## src/rtl/iot_event_tx_pkg.sv

```systemverilog
// iot_pkg: shared definitions for the active-device monitor transmit side.
//   N_DEV_DEFAULT / CNT_W_DEFAULT : default device count and mirror-count width
//   EV_CONNECT / EV_DISCONNECT    : values carried on on_off with a change pulse
//   state_t                       : two-state emitter FSM {IDLE, EMIT}
package iot_pkg;

  localparam int N_DEV_DEFAULT = 8;
  localparam int CNT_W_DEFAULT = 8;

  localparam logic EV_CONNECT    = 1'b1;
  localparam logic EV_DISCONNECT = 1'b0;

  typedef enum logic [0:0] {
    IDLE = 1'b0,
    EMIT = 1'b1
  } state_t;

endpackage

```

## src/rtl/iot_event_tx_rr_pick.sv

```systemverilog
// rr_pick: combinational round-robin selector.
//   req[N_DEV-1:0]   requesting devices
//   start[ID_W-1:0]  index that gets first priority (must be < N_DEV)
//   grant_valid      any request present
//   grant_id         first requesting index at or above start, with wrap
module rr_pick #(
  parameter int N_DEV = 8,
  parameter int ID_W  = $clog2(N_DEV)
) (
  input  logic [N_DEV-1:0] req,
  input  logic [ID_W-1:0]  start,
  output logic             grant_valid,
  output logic [ID_W-1:0]  grant_id
);

  // Duplicating req and shifting by start rotates it so that bit k of the
  // low half is request (start + k) mod N_DEV, for any N_DEV.
  logic [2*N_DEV-1:0] doubled;
  logic [2*N_DEV-1:0] shifted;
  logic [N_DEV-1:0]   rotated;
  logic [ID_W:0]      sum;

  assign doubled = {req, req};
  assign shifted = doubled >> start;
  assign rotated = shifted[N_DEV-1:0];

  // NOTE: every output gets a default before the search loop so no path
  // leaves it unassigned; otherwise synthesis would infer a latch.
  always_comb begin
    grant_valid = 1'b0;
    grant_id    = '0;
    sum         = '0;
    // Descending scan: the last hit written is the lowest rotated offset.
    for (int k = N_DEV - 1; k >= 0; k--) begin
      if (rotated[k]) begin
        grant_valid = 1'b1;
        sum         = {1'b0, start} + (ID_W+1)'(k);
        if (sum >= (ID_W+1)'(N_DEV)) sum = sum - (ID_W+1)'(N_DEV);
        grant_id    = sum[ID_W-1:0];
      end
    end
  end

endmodule

```

## src/rtl/iot_event_tx.sv

```systemverilog
// iot_event_tx: turns per-device activity level changes into a serial stream
// of single-cycle change/on_off events for the monitor counter, one per clock,
// round-robin fair, and keeps a mirror of the monitor's count.
//   clk, rst       clock (rising edge), async active-high reset
//   dev_active     per-device activity levels, synchronous to clk
//   change         one-cycle event strobe (registered)
//   on_off         event direction, 1 = connect, 0 = disconnect (registered)
//   dev_id         device index of the current event, 0 when idle (registered)
//   pending        devices whose level differs from the last reported level
//   busy           any device pending
//   tracked_count  number of devices reported active (registered)
module iot_event_tx
  import iot_pkg::*;
#(
  parameter int N_DEV = N_DEV_DEFAULT,
  parameter int CNT_W = CNT_W_DEFAULT,
  parameter int ID_W  = $clog2(N_DEV)
) (
  input  logic             clk,
  input  logic             rst,
  input  logic [N_DEV-1:0] dev_active,
  output logic             change,
  output logic             on_off,
  output logic [ID_W-1:0]  dev_id,
  output logic [N_DEV-1:0] pending,
  output logic             busy,
  output logic [CNT_W-1:0] tracked_count
);

  logic [N_DEV-1:0] reported;
  logic [ID_W-1:0]  ptr;
  state_t           state;
  logic [N_DEV-1:0] diff;
  logic             grant_valid;
  logic [ID_W-1:0]  grant_id;
  logic             grant_level;

  assign diff        = dev_active ^ reported;
  assign pending     = diff;
  assign busy        = |diff;
  assign grant_level = dev_active[grant_id];

  rr_pick #(
    .N_DEV (N_DEV),
    .ID_W  (ID_W)
  ) u_pick (
    .req         (diff),
    .start       (ptr),
    .grant_valid (grant_valid),
    .grant_id    (grant_id)
  );

  // The FSM state is the registered event strobe itself: EMIT exactly in the
  // cycles where an event is being presented to the monitor.
  assign change = (state == EMIT);

  // NOTE: state registers use non-blocking assignments so every register
  // samples the pre-edge values, independent of statement order.
  always_ff @(posedge clk or posedge rst) begin
    if (rst) begin
      state         <= IDLE;
      reported      <= '0;
      ptr           <= '0;
      on_off        <= 1'b0;
      dev_id        <= '0;
      tracked_count <= '0;
    end else if (grant_valid) begin
      state              <= EMIT;
      on_off             <= grant_level;
      dev_id             <= grant_id;
      reported[grant_id] <= grant_level;
      ptr                <= (grant_id == ID_W'(N_DEV - 1)) ? '0 : grant_id + 1'b1;
      // Reported level flips only on a real difference, so the count moves
      // in lockstep with popcount(reported).
      if (grant_level == EV_CONNECT) tracked_count <= tracked_count + CNT_W'(1);
      else                           tracked_count <= tracked_count - CNT_W'(1);
    end else begin
      state  <= IDLE;
      on_off <= EV_DISCONNECT;
      dev_id <= '0;
    end
  end

  always_ff @(posedge clk) begin
    if (!rst && grant_valid) begin
      assert (!(grant_level == EV_CONNECT && tracked_count == CNT_W'(N_DEV)))
        else $error("tracked_count increment at N_DEV");
      assert (!(grant_level == EV_DISCONNECT && tracked_count == '0))
        else $error("tracked_count decrement at 0");
    end
  end

endmodule

```

## config.mk

```make
export PLATFORM = sky130hd
export DESIGN_NAME = iot_event_tx
export DESIGN_NICKNAME = d
export VERILOG_FILES = /design/src/rtl/iot_event_tx_pkg.sv /design/src/rtl/iot_event_tx_rr_pick.sv /design/src/rtl/iot_event_tx.sv
export SDC_FILE = /design/constraint.sdc
export NUM_CORES = 1
export LEC_CHECK = 0
export ABC_AREA = 1
export BUFFER_PORTS_ARGS = -buffer_cell sky130_fd_sc_hd__clkbuf_2
export CORE_ASPECT_RATIO = 1.4
export CORE_MARGIN = 4
export CORE_UTILIZATION = 40
export DETAILED_ROUTE_END_ITERATION = 12
export PLACE_DENSITY = 0.57
export SLEW_MARGIN = 20
export SYNTH_ARGS = -nofsm -noshare
export SYNTH_HDL_FRONTEND = slang
export SYNTH_SLANG_ARGS = --single-unit
export TNS_END_PERCENT = 5
```

## constraint.sdc

```tcl
create_clock -name clk -period 4.35 [get_ports clk]
set_input_delay 0.435 -clock clk [delete_from_list [all_inputs] [get_ports clk]]
set_output_delay 0.435 -clock clk [all_outputs]
set_load 0.02 [all_outputs]
```

# --- Word-level counts from Yosys, hierarchy flattened ---
# Index checks and enable logic that the tools add are counted.
# W data, S select, Z words.
op_classes:
  addsub: 18
  magnitude_cmp: 10
  n_eq_ne: 1
  shift: 1
  muxes: 34
  bitwise: 1
  reduce_logical: 2
op_table:
  columns: ["cell", "count"]
  rows:
  - ["$mux W3", 18]
  - ["$ge A4 B4 Y1 const B", 7]
  - ["$sub A3 B1 Y3 const B", 8]
  - ["$add A3 B3 Y4 const B", 4]
  - ["$shr A16 B3 Y8", 1]
  - ["$mux W1", 12]
  - ["$add A3 B2 Y4 const B", 2]
  - ["$add A8 B1 Y8 const B", 1]
  - ["$bwmux W8", 1]
  - ["$mux W8", 1]
  - ["$reduce_or A8 Y1", 1]
  - ["$sub A8 B1 Y8 const B", 1]
  - ["$xor A8 B8 Y8", 1]
  - ["$add A3 B1 Y4 const B", 1]
  - ["$ge A3 B4 Y1 const B", 1]
  - ["$lt A3 B4 Y1 const B", 1]
  - ["$add A3 B1 Y3 const B", 1]
  - ["$bmux W1 S3", 1]
  - ["$demux W1 S3", 1]
  - ["$eq A3 B3 Y1 const B", 1]
  - ["$ge A3 B1 Y1 const B", 1]
  - ["$logic_and A1 B1 Y1", 1]
totals:
  reg_bits: 24
  inputBits: 10
  word_cells: 73

# --- Depth between registers and ports, before layout ---
# Gate-level depths: netlist of the first run.
depth:
  ltp_word: 16
  depth_mapped: 30

# --- By module ---
# Synthesis of the first run repeated with hierarchy kept, for this count alone.
unflattened:
  hier_cells: 305
  area_unflattened_um2: 2153.3
modules_own_cells:
  columns: ["module", "n_inst", "cells_each", "area_each_um2", "seq_area_each_um2"]
  rows:
  - ["iot_event_tx", 1, 178, 1416.4, 600.6]
  - ["rr_pick", 1, 127, 737.0, 0.0]

# --- Worst setup path before layout of the first run ---
# No wires, ideal clock.
synth_path:
  kind: "input to register"
  start: "input port dev_active[6]"
  end: "register tracked_count[6]"
  arrival_ns: 2.794
  required_ns: 4.228
  setup_slack_ns: 1.434
  stages: 29
  path_buffers: 0
  cell_sequence: "inv_1 -> nand2_1 -> nand2_1 -> nand2_1 -> nand3_1 -> nand3_2 -> nand2_2 -> inv_2 -> nand2_1 -> nand3_1 -> nand2_1 -> nand2_1 -> nand2_2 -> nand2_4 -> nand2_4 -> nand2_1 -> nand3_2 -> nand3_4 -> nand2_4 -> nand2_2 -> nand2_2 -> inv_1 -> ha_1 -> inv_1 -> nand2_1 -> nand3_1 -> nand3_1 -> nand3_1 -> o21ai_1"
synth_between:
  elab_chain_len: 13
synth_lines:
  columns: ["item", "line_no", "text"]
  rows:
  - ["start, declared", "iot_event_tx.sv:21", "input logic [N_DEV-1:0] dev_active,"]
  - ["$xor A8 B8 Y8 (*)", "iot_event_tx.sv:38", "assign diff = dev_active ^ reported;"]
  - ["net pending[6]", "iot_event_tx.sv:25", "output logic [N_DEV-1:0] pending,"]
  - ["$shr A16 B3 Y8 (*)", "iot_event_tx_rr_pick.sv:24", "assign shifted = doubled >> start;"]
  - ["$mux W3 (8 in series)", "iot_event_tx_rr_pick.sv:35", "if (rotated[k]) begin"]
  - ["$bmux W1 S3", "iot_event_tx.sv:41", "assign grant_level = dev_active[grant_id];"]
  - ["$mux W1 (not written as such)", "iot_event_tx.sv:41", null]
  - ["$mux W8", "iot_event_tx.sv:75", "if (grant_level == EV_CONNECT) tracked_count <= tracked_count + CNT_W'(1);"]
  - ["end signal, assigned", "iot_event_tx.sv:75", null]
  - ["end signal, assigned", "iot_event_tx.sv:76", "else tracked_count <= tracked_count - CNT_W'(1);"]
  - ["end, declared", "iot_event_tx.sv:27", "output logic [CNT_W-1:0] tracked_count"]
# The timed path passes the listed nets; every way through them passes the cells marked *. The select of a mux whose other input is x is not followed.
# A chain may end at the register's enable or synchronous reset.

# --- Worst setup path after layout of the first run ---
layout_path:
  start: "register ptr[0]"
  end: "register tracked_count[6]"
layout_between:
  elab_chain_len: 14
layout_lines:
  columns: ["item", "line_no", "text"]
  rows:
  - ["start, declared", "iot_event_tx.sv:31", "logic [ID_W-1:0] ptr;"]
  - ["start signal, assigned", "iot_event_tx.sv:72", "ptr <= (grant_id == ID_W'(N_DEV - 1)) ? '0 : grant_id + 1'b1;"]
  - ["$add A3 B3 Y4", "iot_event_tx_rr_pick.sv:37", "sum = {1'b0, start} + (ID_W+1)'(k);"]
  - ["$ge A4 B4 Y1 or $sub A3 B1 Y3 (tied branches)", "iot_event_tx_rr_pick.sv:38", "if (sum >= (ID_W+1)'(N_DEV)) sum = sum - (ID_W+1)'(N_DEV);"]
  - ["$mux W3", "iot_event_tx_rr_pick.sv:38", null]
  - ["$mux W3 (8 in series)", "iot_event_tx_rr_pick.sv:35", null]
  - ["$bmux W1 S3", "iot_event_tx.sv:41", null]
  - ["$mux W1 (not written as such)", "iot_event_tx.sv:41", null]
  - ["$mux W8", "iot_event_tx.sv:75", null]
# Parallel ways exist; a longest one is shown, timed or not. The select of a mux whose other input is x is not followed.

==> flow_summary.yaml, run 1 <==
clock_tree:
  clock-root-buffer: "clkbuf_8"
  clk_pin_slew_ns: 0.09
  cts_buffers: 3
  clock-sinks: 24
  ctsHtreeMaxLevel: 1
  clockBufferDepth: 2
  insertion_delay_ns: 0.27
  cts_tree: "built"
  cts_resized: 0
  ctsHoldBuffers: 0
  cts_setup_buffers: 0
place:
  gp_congestion: 0.926
  dp_hpwl_um: 5300
  port_buffers: 31
  place_area_um2: 2560
global_route:
  gr-usage-met2: 0.345
  grt_overflow: 0
  grt_start_max_net_pins: 25
  grt_pass1_wl_um: 11000
  first_global_vias: 2364
  grtUsageTotal: 0.188
  top_usage_layer: "met2"
  grtUsageMet1: 0.226
  grt_antenna_before_repair: 0
  use_met3: 0.0222
routing:
  drc: 0
  drt-pass1-iter-count: 4
  routed_wl_um: 6370
  num_vias: 2369
  drt_iter0_drc: 70
  routed_via_density: 5.09
  wire_per_inst_um: 13.7
  ant_nets: 0
critical_path:
  critPathLaunch: "ptr[0]"
  cp_top_family: "simple AND/OR/NAND/NOR gates"
  critPathMaxStageDelay_ns: 0.68
  cp_max_fo: 19
  r2r_end: "tracked_count[6]"
  reg2regPathDepth: 26
  critPathMostFrequentCell: "nand2_1"
  start_kind: "flip-flop"
  crit_buf_inv: 3
  critPathRequiredTime_ns: 4.49
  critPathKind: "reg2reg"
  worstPathArrival_ns: 3.70
  cpMaxStageDelayCell: "dfrtp_1"
  r2r_start: "ptr[0]"
  crit_path_end_kind: "flip-flop"
  r2r_slack_ns: 0.79
timing:
  finalCritPeriodShare: 0.819
  finalHoldViolations: 0
  slew-limit-headroom: 0.372
  max_freq_ghz: 0.281
  setup_viol: 0
  min_period_ns: 3.56
  setup-tns-final_ns: 0
  timing.final.max_slew_violations: 0
  rsz0062_at_grt: "false"
  worst_slew_pin_slew_ns: 0.941
  clock_skew_ns: 0.00448
die:
  ioPinCount: 32
  dieArea_um2: 7250
  design.core.area_um2: 5650
  rows: 32
  die_y_um: 99.1
  die_w_um: 73.1
  initial_core_util: 0.420
layout:
  diodes: 0
  post-route-util: 0.463
  drive_above_1_share: 0.247
  syn2layout_area_growth_pct: 10.2
  num-nets-final: 413
  final_area_um2: 2620
yosys:
  synthTopCellsByArea: "dfrtp_1 25%, nand2_1 20%, nand3_1 12%, nand2_2 5.8%, inv_1 5.1%"
  synth-edff-count: 0
  synth.most_common_cell: "nand2_1"
  synth_common_cells: "124 x nand2_1, 59 x nand3_1, 32 x inv_1, 24 x dfrtp_1, 22 x nand2_2"
  syn_area_per_cell_um2: 6.41
  syn_inst: 370
  ys_seq_elements: 24
  ys_types: 31
  synth_top_area_frac: 0.253
  yosys.area.top_type: "dfrtp_1"
  synth_ff_type: "dfrtp_1"
  synthesis.area_um2: 2370
  syn_nets: 385
  ys_seq_area_frac: 0.253
  synth_warnings: 0
  synthArstFlopShare: 1.00
worst_hold_path:
  hold_path_class: "in2async"
job:
  cap_violations: 0
outcome:
  status: "completed"
per-layer routing:
layer,vias to the layer above,part of all wire
met5,-,0
met1,1085,0.42
met2,37,0.54
met4,0,0.013
li1,1241,-
met3,6,0.023
cells by family (layout without fill, tap and decap cells):
logic type,count (synthesis),in the layout,share of synthesized area
adder cells (fa/ha/maj),5,5,0.0264
AO/OA/AOI/OAI,36,36,0.105
XOR/XNOR,6,6,0.0221
flip-flops,24,24,0.253
buffers and inverters,56,83,0.0981
AND/OR/NAND/NOR,243,243,0.495
worst reg2reg max path, stage by stage, from the launching register on:
cell and delay (ns):
dfrtp_1 0.68, inv_2 0.23, nand2_1 0.12, nand2_1 0.07
nand2_1 0.08, nand3_1 0.12, nand2_2 0.15, nand2_1 0.08
nand3_1 0.08, nand2_1 0.05, nand2_1 0.08, nand2_2 0.12
nand2_4 0.15, nand2_1 0.10, nand3_2 0.10, nand3_4 0.12
nand2_4 0.21, nand2_2 0.09, nand2_2 0.09, inv_1 0.05
ha_1 0.17, inv_1 0.05, nand2_1 0.08, nand3_1 0.11
nand3_1 0.07, nand3_1 0.10, o21ai_1 0.08
worst max path at each step:
| stage | end | slack, ns | cells after the start |
|---|---|---|---|
| final | tracked_count[6] | 0.79 | 26 |
| after global placement | tracked_count[6] | 0.87 | 24 |
| after global routing | tracked_count[6] | 0.26 | 27 |
| after detailed placement | tracked_count[6] | 0.77 | 26 |
| after CTS | tracked_count[6] | 0.77 | 26 |
| after floorplan | tracked_count[6] | 1.43 | 29 |
layout by cell type, fill, tap and decap left out, types with 3 or more instances in the layout:
| cell type | count |
|---|---|
| a21oi_1 | 8 |
| a21oi_2 | 3 |
| a21oi_4 | 3 |
| clkbuf_2 | 31 |
| clkbuf_8 | 4 |
| dfrtp_1 | 24 |
| ha_1 | 5 |
| inv_1 | 32 |
| inv_2 | 16 |
| nand2_1 | 124 |
| nand2_2 | 22 |
| nand2_4 | 4 |
| nand3_1 | 59 |
| nand3_2 | 8 |
| nor2_1 | 16 |
| o21ai_0 | 12 |
| o21ai_2 | 3 |
| o41ai_1 | 3 |
| xor2_1 | 4 |
layout make-up:
class	count	area, um2
clock buffer	4	55.1
fill	619	3030
inverter	48	180
tap	68	85.1
multi-input combinational	290	1540
sequential	24	601
timing repair buffer	31	155
per-stage QoR:
step	instances	setup slack [ns]	hold slack, ns
floorplan	370	1.43	0.450
global placement	461	0.872	0.486
detailed placement	461	0.774	0.505
CTS	465	0.767	0.395
global route	465	0.258	0.444
finish	465	0.789	0.348
flip-flops by register name, indices dropped and copies added (netlist names):
name / count
change: 1
ptr: 3
tracked_count: 8
dev_id: 3
on_off: 1
reported: 8
Power of run 1 is not shown: default switching activity piles up to over one toggle a cycle in this logic, so the estimate is an artifact.
==> run 2: changes to the inputs <==
PLACE_DENSITY = 0.59   (was 0.57)
clock period = 2.9 ns   (was 4.35 ns; I/O delays follow)
==> run 2 against run 1 <==
The run now ends with negative setup slack left. Clock-buffer cell count is the same. Wire length grew 15%. Clock skew grew 0.0035 ns. Worst setup slack lost 0.88 ns. Critical path depth shrank 4. Via count grew 14%. Critical path type unchanged. Fmax grew 19%. Die area is the same. Final cell count grew 15%. Global-route usage grew 1.2 points.
==> flow_summary.yaml, run 2 (synthesis gave the netlist of run 1 again) <==
routing:
  drt_iter0_drc: 147
  routed_via_density: 5.03
  drt-pass1-iter-count: 4
  drc: 0
  num_vias: 2689
  ant_nets: 0
  wire_per_inst_um: 13.7
  routed_wl_um: 7320
clock_tree:
  clock-sinks: 24
  ctsHoldBuffers: 0
  clock-root-buffer: "clkbuf_8"
  clk_pin_slew_ns: 0.09
  ctsHtreeMaxLevel: 1
  cts_tree: "built"
  clockBufferDepth: 2
  cts_buffers: 3
  insertion_delay_ns: 0.27
critical_path:
  r2r_slack_ns: -0.09
  critPathMaxStageDelay_ns: 0.48
  crit_path_end_kind: "flip-flop"
  crit_buf_inv: 5
  critical_path_depth: 22
  r2r_end: "tracked_count[6]"
  start_kind: "flip-flop"
  worstPathArrival_ns: 3.15
  cp_top_family: "simple AND/OR/NAND/NOR gates"
  crit_path_cell_trace: "buf_8 -> nand2_1 -> nand3_2 -> and2_4 -> o21ai_4 -> inv_2 -> a21oi_2 -> nand2_2 -> a21oi_4 -> nand3_4 -> nand3_4 -> buf_4 -> nand3_1 -> nand2_2 -> inv_1 -> ha_1 -> inv_1 -> nand2_2 -> nand3_2 -> nand3_1 -> nand3_1 -> o21ai_1"
  critPathKind: "reg2reg"
  r2r_start: "ptr[0]"
  reg2regPathDepth: 22
  cpMaxStageDelayCell: "dfrtp_2"
  cp_max_fo: 8
  critPathRequiredTime_ns: 3.06
layout:
  diodes: 0
  final_common_cell: "nand2_1"
  post-route-util: 0.607
  num-nets-final: 483
  final_cell_mix: "98 x nand2_1, 65 x buf_4, 44 x nand2_2"
  drive_above_1_share: 0.475
  top_regs: "reported: 8 flops, tracked_count: 8 flops"
  syn2layout_area_growth_pct: 44.4
  fillCellCount: 550
timing:
  rsz0062_at_grt: "true"
  setup_viol: 4
  max_freq_ghz: 0.334
  timing.final.max_slew_violations: 0
  min_period_ns: 2.99
  worst_slew_pin_slew_ns: 0.967
  slew-limit-headroom: 0.354
  setup_ws_ns: -0.0908
  clock_skew_ns: 0.00797
  finalHoldViolations: 0
  setup-tns-final_ns: -0.247
  finalCritPeriodShare: 1.03
place:
  gp_congestion: 0.911
  dp_hpwl_um: 5540
  port_buffers: 31
outcome:
  status: "complete, but fails checks"
  failed_checks: "negative setup slack"
die:
  initial_core_util: 0.420
  die_w_um: 73.1
  ioPinCount: 32
  die_y_um: 99.1
  rows: 32
  dieArea_um2: 7250
  design.core.area_um2: 5650
worst_hold_path:
  hold_path_class: "in2async"
global_route:
  grtUsageTotal: 0.200
  grt_start_max_net_pins: 25
  grt_overflow: 0
  first_global_vias: 2485
  grt_pass1_wl_um: 11600
  grt_antenna_before_repair: 0
job:
  cap_violations: 0
[run 2: changes by cell type in the layout (fill, tap and decap cells not counted), moves of 3 or more]
cell,before,now
nand2_2,22,44
nand3_4,2,6
buf_4,0,65
nand2_1,124,98
nand2_4,4,7
nand3_2,8,24
nand3_1,59,39
[run 2: how the worst max path moves through the flow]
| stage | start | end | slack (ns) |
|---|---|---|---|
| 2_1_floorplan | reported[6] | tracked_count[6] | 0.05 |
| 3_3_place_gp | dev_active[6] | tracked_count[7] | -0.01 |
| 3_5_place_dp | dev_active[0] | tracked_count[6] | -0.04 |
| 4_1_cts | reported[0] | tracked_count[7] | -0.01 |
| 5_1_grt | reported[1] | tracked_count[7] | -0.37 |
| 6_report | ptr[0] | tracked_count[6] | -0.09 |
[run 2: per-stage QoR]
step | hold slack, ns | instance area [um2] | setup WS (ns) | std cells
2_1_floorplan | 0.305 | 2370 | 0.0493 | 370
3_3_place_gp | 0.490 | 2980 | -0.0118 | 515
3_5_place_dp | 0.504 | 2980 | -0.0420 | 515
4_1_cts | 0.240 | 3060 | -0.00972 | 520
5_1_grt | 0.290 | 3430 | -0.366 | 535
6_report | 0.215 | 3430 | -0.0908 | 535
[run 2: routing by layer]
metal	global-route usage	share of wire	up-vias	wire length, um
met4	0.0526	0.020	0	146
met5	0	0	-	0
met2	0.364	0.53	44	3870
met3	0.0142	0.023	13	166
met1	0.250	0.43	1248	3140
li1	-	-	1384	-
[run 2: layout make-up]
type / count / area (um2) / share of cell area
Tap cell: 68 / 85.1 / 0.0248
Timing Repair inverter: 1 / 6.26 / 0.00182
Timing Repair Buffer: 100 / 701 / 0.204
Inverter: 48 / 185 / 0.0540
Clock buffer: 4 / 55.1 / 0.0161
Sequential cell: 24 / 602 / 0.176
Multi-Input combinational cell: 290 / 1790 / 0.523
[run 2: timing repair]
item / 4_1_cts / 5_1_grt
gates resized for setup: 7 / 65
setup endpoints to repair: 4 / 7
cloned: 0 / 1
setup buffers: 1 / 14
pin swaps: 3 / 27
Power of run 2 is left out for the same reason.
==> run 3: changes to the inputs <==
ABC_AREA = not set   (was 1)
CTS_CLUSTER_DIAMETER = 200   (was not set)
==> run 3 against run 2 <==
The flow still finishes with violations (negative setup slack). Flip-flop and latch count unchanged. Register-to-register slack got worse by 0.81 ns. Clock skew increased by 0.0028 ns. Die area decreased by 4.8%. Non-clock buffer count increased by 11. Fmax decreased by 21%. Critical path depth decreased by 5. First-iteration DRC count decreased by 8.2%. Via count decreased by 11%. Critical path type unchanged. Critical endpoint is now tracked_count[4].
==> flow_summary.yaml, run 3 <==
outcome:
  status: "complete, but fails checks"
  failed_checks: "negative setup slack"
global_route:
  grt_pass1_wl_um: 11800
  grtUsageTotal: 0.208
  grt_antenna_before_repair: 0
  grt_overflow: 0
  grt_start_max_net_pins: 25
  first_global_vias: 2497
routing:
  routed_wl_um: 7040
  drt_iter0_drc: 135
  drt-pass1-iter-count: 4
  num_vias: 2384
  wire_per_inst_um: 17.0
  dr_wl_met2_um: 3850
  ant_nets: 0
  wl_met1_um: 2660
  top_layer: "met4"
  drc: 0
  met3_length_um: 245
  routed_via_density: 5.74
layout:
  seqCellArea_um2: 602
  top_regs: "reported: 8 flops, tracked_count: 8 flops"
  multi_input_comb_area_um2: 1700
  drive_above_1_share: 0.507
  num-nets-final: 363
  fillCellCount: 482
  final_area_um2: 3280
  final_common_cell: "buf_4"
  final_cell_mix: "79 x buf_4, 31 x clkbuf_2, 23 x dfrtp_1"
  diodes: 0
  syn2layout_area_growth_pct: 45.8
yosys:
  synth_top_family_by_area: "compound AO/OA/AOI/OAI gates"
  synthTopCellsByArea: "dfrtp_1 27%, mux2i_1 6.2%, mux4_2 6.0%, mux2_2 5.5%, xnor2_1 4.3%"
  syn_area_per_cell_um2: 9.25
  synth_compound_gate_area_share: 0.197
  synthMuxAreaShare: 0.191
  synth_top_area_frac: 0.267
  synth.most_common_cell: "dfrtp_1"
  ys_types: 54
  ys_seq_area_frac: 0.267
  synthXorXnorAreaFrac: 0.0729
  synth_ff_type: "dfrtp_1"
  synth_common_cells: "24 x dfrtp_1, 21 x nor2_1, 17 x nand2_1, 14 x mux2i_1, 13 x inv_1"
  synthAdderAreaFrac: 0.0278
  synthArstFlopShare: 1.00
  synth-edff-count: 0
  synthesis.area_um2: 2250
  synth_simple_gate_area_frac: 0.196
  yosys.area.top_type: "dfrtp_1"
  syn_inst: 243
  synth_warnings: 0
  ys_seq_elements: 24
  syn_nets: 258
die:
  die_y_um: 96.7
  design.core.area_um2: 5490
  ioPinCount: 32
  rows: 32
  initial_core_util: 0.410
  dieArea_um2: 6900
  die_w_um: 71.4
place:
  port_buffers: 31
  dp_hpwl_um: 5600
  gp_congestion: 0.979
  place_area_um2: 3050
timing:
  slew-limit-headroom: 0.410
  max_freq_ghz: 0.263
  finalHoldViolations: 0
  finalCritPeriodShare: 1.31
  worst_slew_pin_slew_ns: 0.884
  min_period_ns: 3.81
  setup_viol: 20
  setup_ws_ns: -0.905
  rsz0062_at_grt: "true"
  timing.final.max_slew_violations: 0
  clock_skew_ns: 0.0108
clock_tree:
  ctsHtreeMaxLevel: 1
  cts_tree: "built"
  insertion_delay_ns: 0.27
  clock-root-buffer: "clkbuf_8"
  cts_buffers: 3
  ctsHoldBuffers: 0
  clock-sinks: 24
  clk_pin_slew_ns: 0.09
  clockBufferDepth: 2
critical_path:
  cp_top_family: "simple AND/OR/NAND/NOR gates"
  critPathKind: "reg2reg"
  cp_max_fo: 6
  worstPathArrival_ns: 4.00
  crit_path_end_kind: "flip-flop"
  crit_path_cell_trace: "xnor2_2 -> inv_2 -> mux4_2 -> buf_6 -> nor3_4 -> a21oi_1 -> a311o_1 -> nand2_2 -> a211oi_1 -> or4_4 -> nand4_4 -> xnor2_2 -> ha_4 -> nor4_2 -> nand2_1 -> mux2i_1 -> xor2_1"
  critPathMaxStageDelay_ns: 0.53
  start_kind: "flip-flop"
  critPathRequiredTime_ns: 3.10
  critPathMostFrequentCell: "xnor2_2"
  crit_buf_inv: 2
  cpMaxStageDelayCell: "or4_4"
job:
  cap_violations: 0
worst_hold_path:
  hold_path_class: "in2async"
==> run 3: worst paths after layout <==
| check | start | to | slack, ns | cells past startpoint |
|---|---|---|---|---|
| min in group clk | tracked_count[7] | tracked_count[7] | 0.48 | 1 |
| max in group asynchronous | rst | reported[6] | 2.11 | 2 |
| worst min-delay path | rst | ptr[1] | 0.17 | 2 |
| worst max-delay path | reported[7] | tracked_count[4] | -0.91 | 17 |
| worst max register to register | reported[7] | tracked_count[4] | -0.91 | 17 |
| worst min register to register | tracked_count[7] | tracked_count[7] | 0.48 | 1 |
==> run 3: cells by family (layout without fill, tap and decap cells) <==
family | Yosys count | after routing
adders and majority gates | 5 | 5
xor gates and xnor gates | 17 | 17
buffers and inverters | 26 | 130
DFF | 24 | 24
muxes | 33 | 33
AOI/OAI and AO/OA | 56 | 56
and+or+nand+nor | 82 | 82
==> run 3: timing repair <==
item,4_1_cts,5_1_grt
resized for setup,14,10
buffers inserted,4,0
endpoints found under the setup margin,20,22
pin swaps,8,11
==> run 3: layout make-up <==
cell class | instances | area share
multi-input combinational | 193 | 0.519
timing repair buffer | 111 | 0.232
clock buffer | 3 | 0.0126
inverter | 15 | 0.0179
sequential | 24 | 0.184
tap | 68 | 0.0260
clock inverter | 1 | 0.00916
==> run 3: through the flow <==
stage               TNS, ns  hold WS, ns  worst slack, ns  utilization  cells
finish               -12.24        0.172           -0.905        0.598    415
global route         -15.86        0.282            -1.11        0.598    415
CTS                  -11.21        0.219           -0.884        0.586    415
detailed placement   -12.59        0.467           -0.987        0.556    407
global placement     -13.19        0.471            -1.02        0.556    407
floorplan             -8.24        0.305           -0.934            -    243
==> run 3: layer usage <==
layer  GRT usage  vias up
li1            -     1125
met1       0.237     1146
met2       0.387       88
met3      0.0114       25
met4      0.0883        0
met5           0        -
Power of run 3 is left out for the same reason.
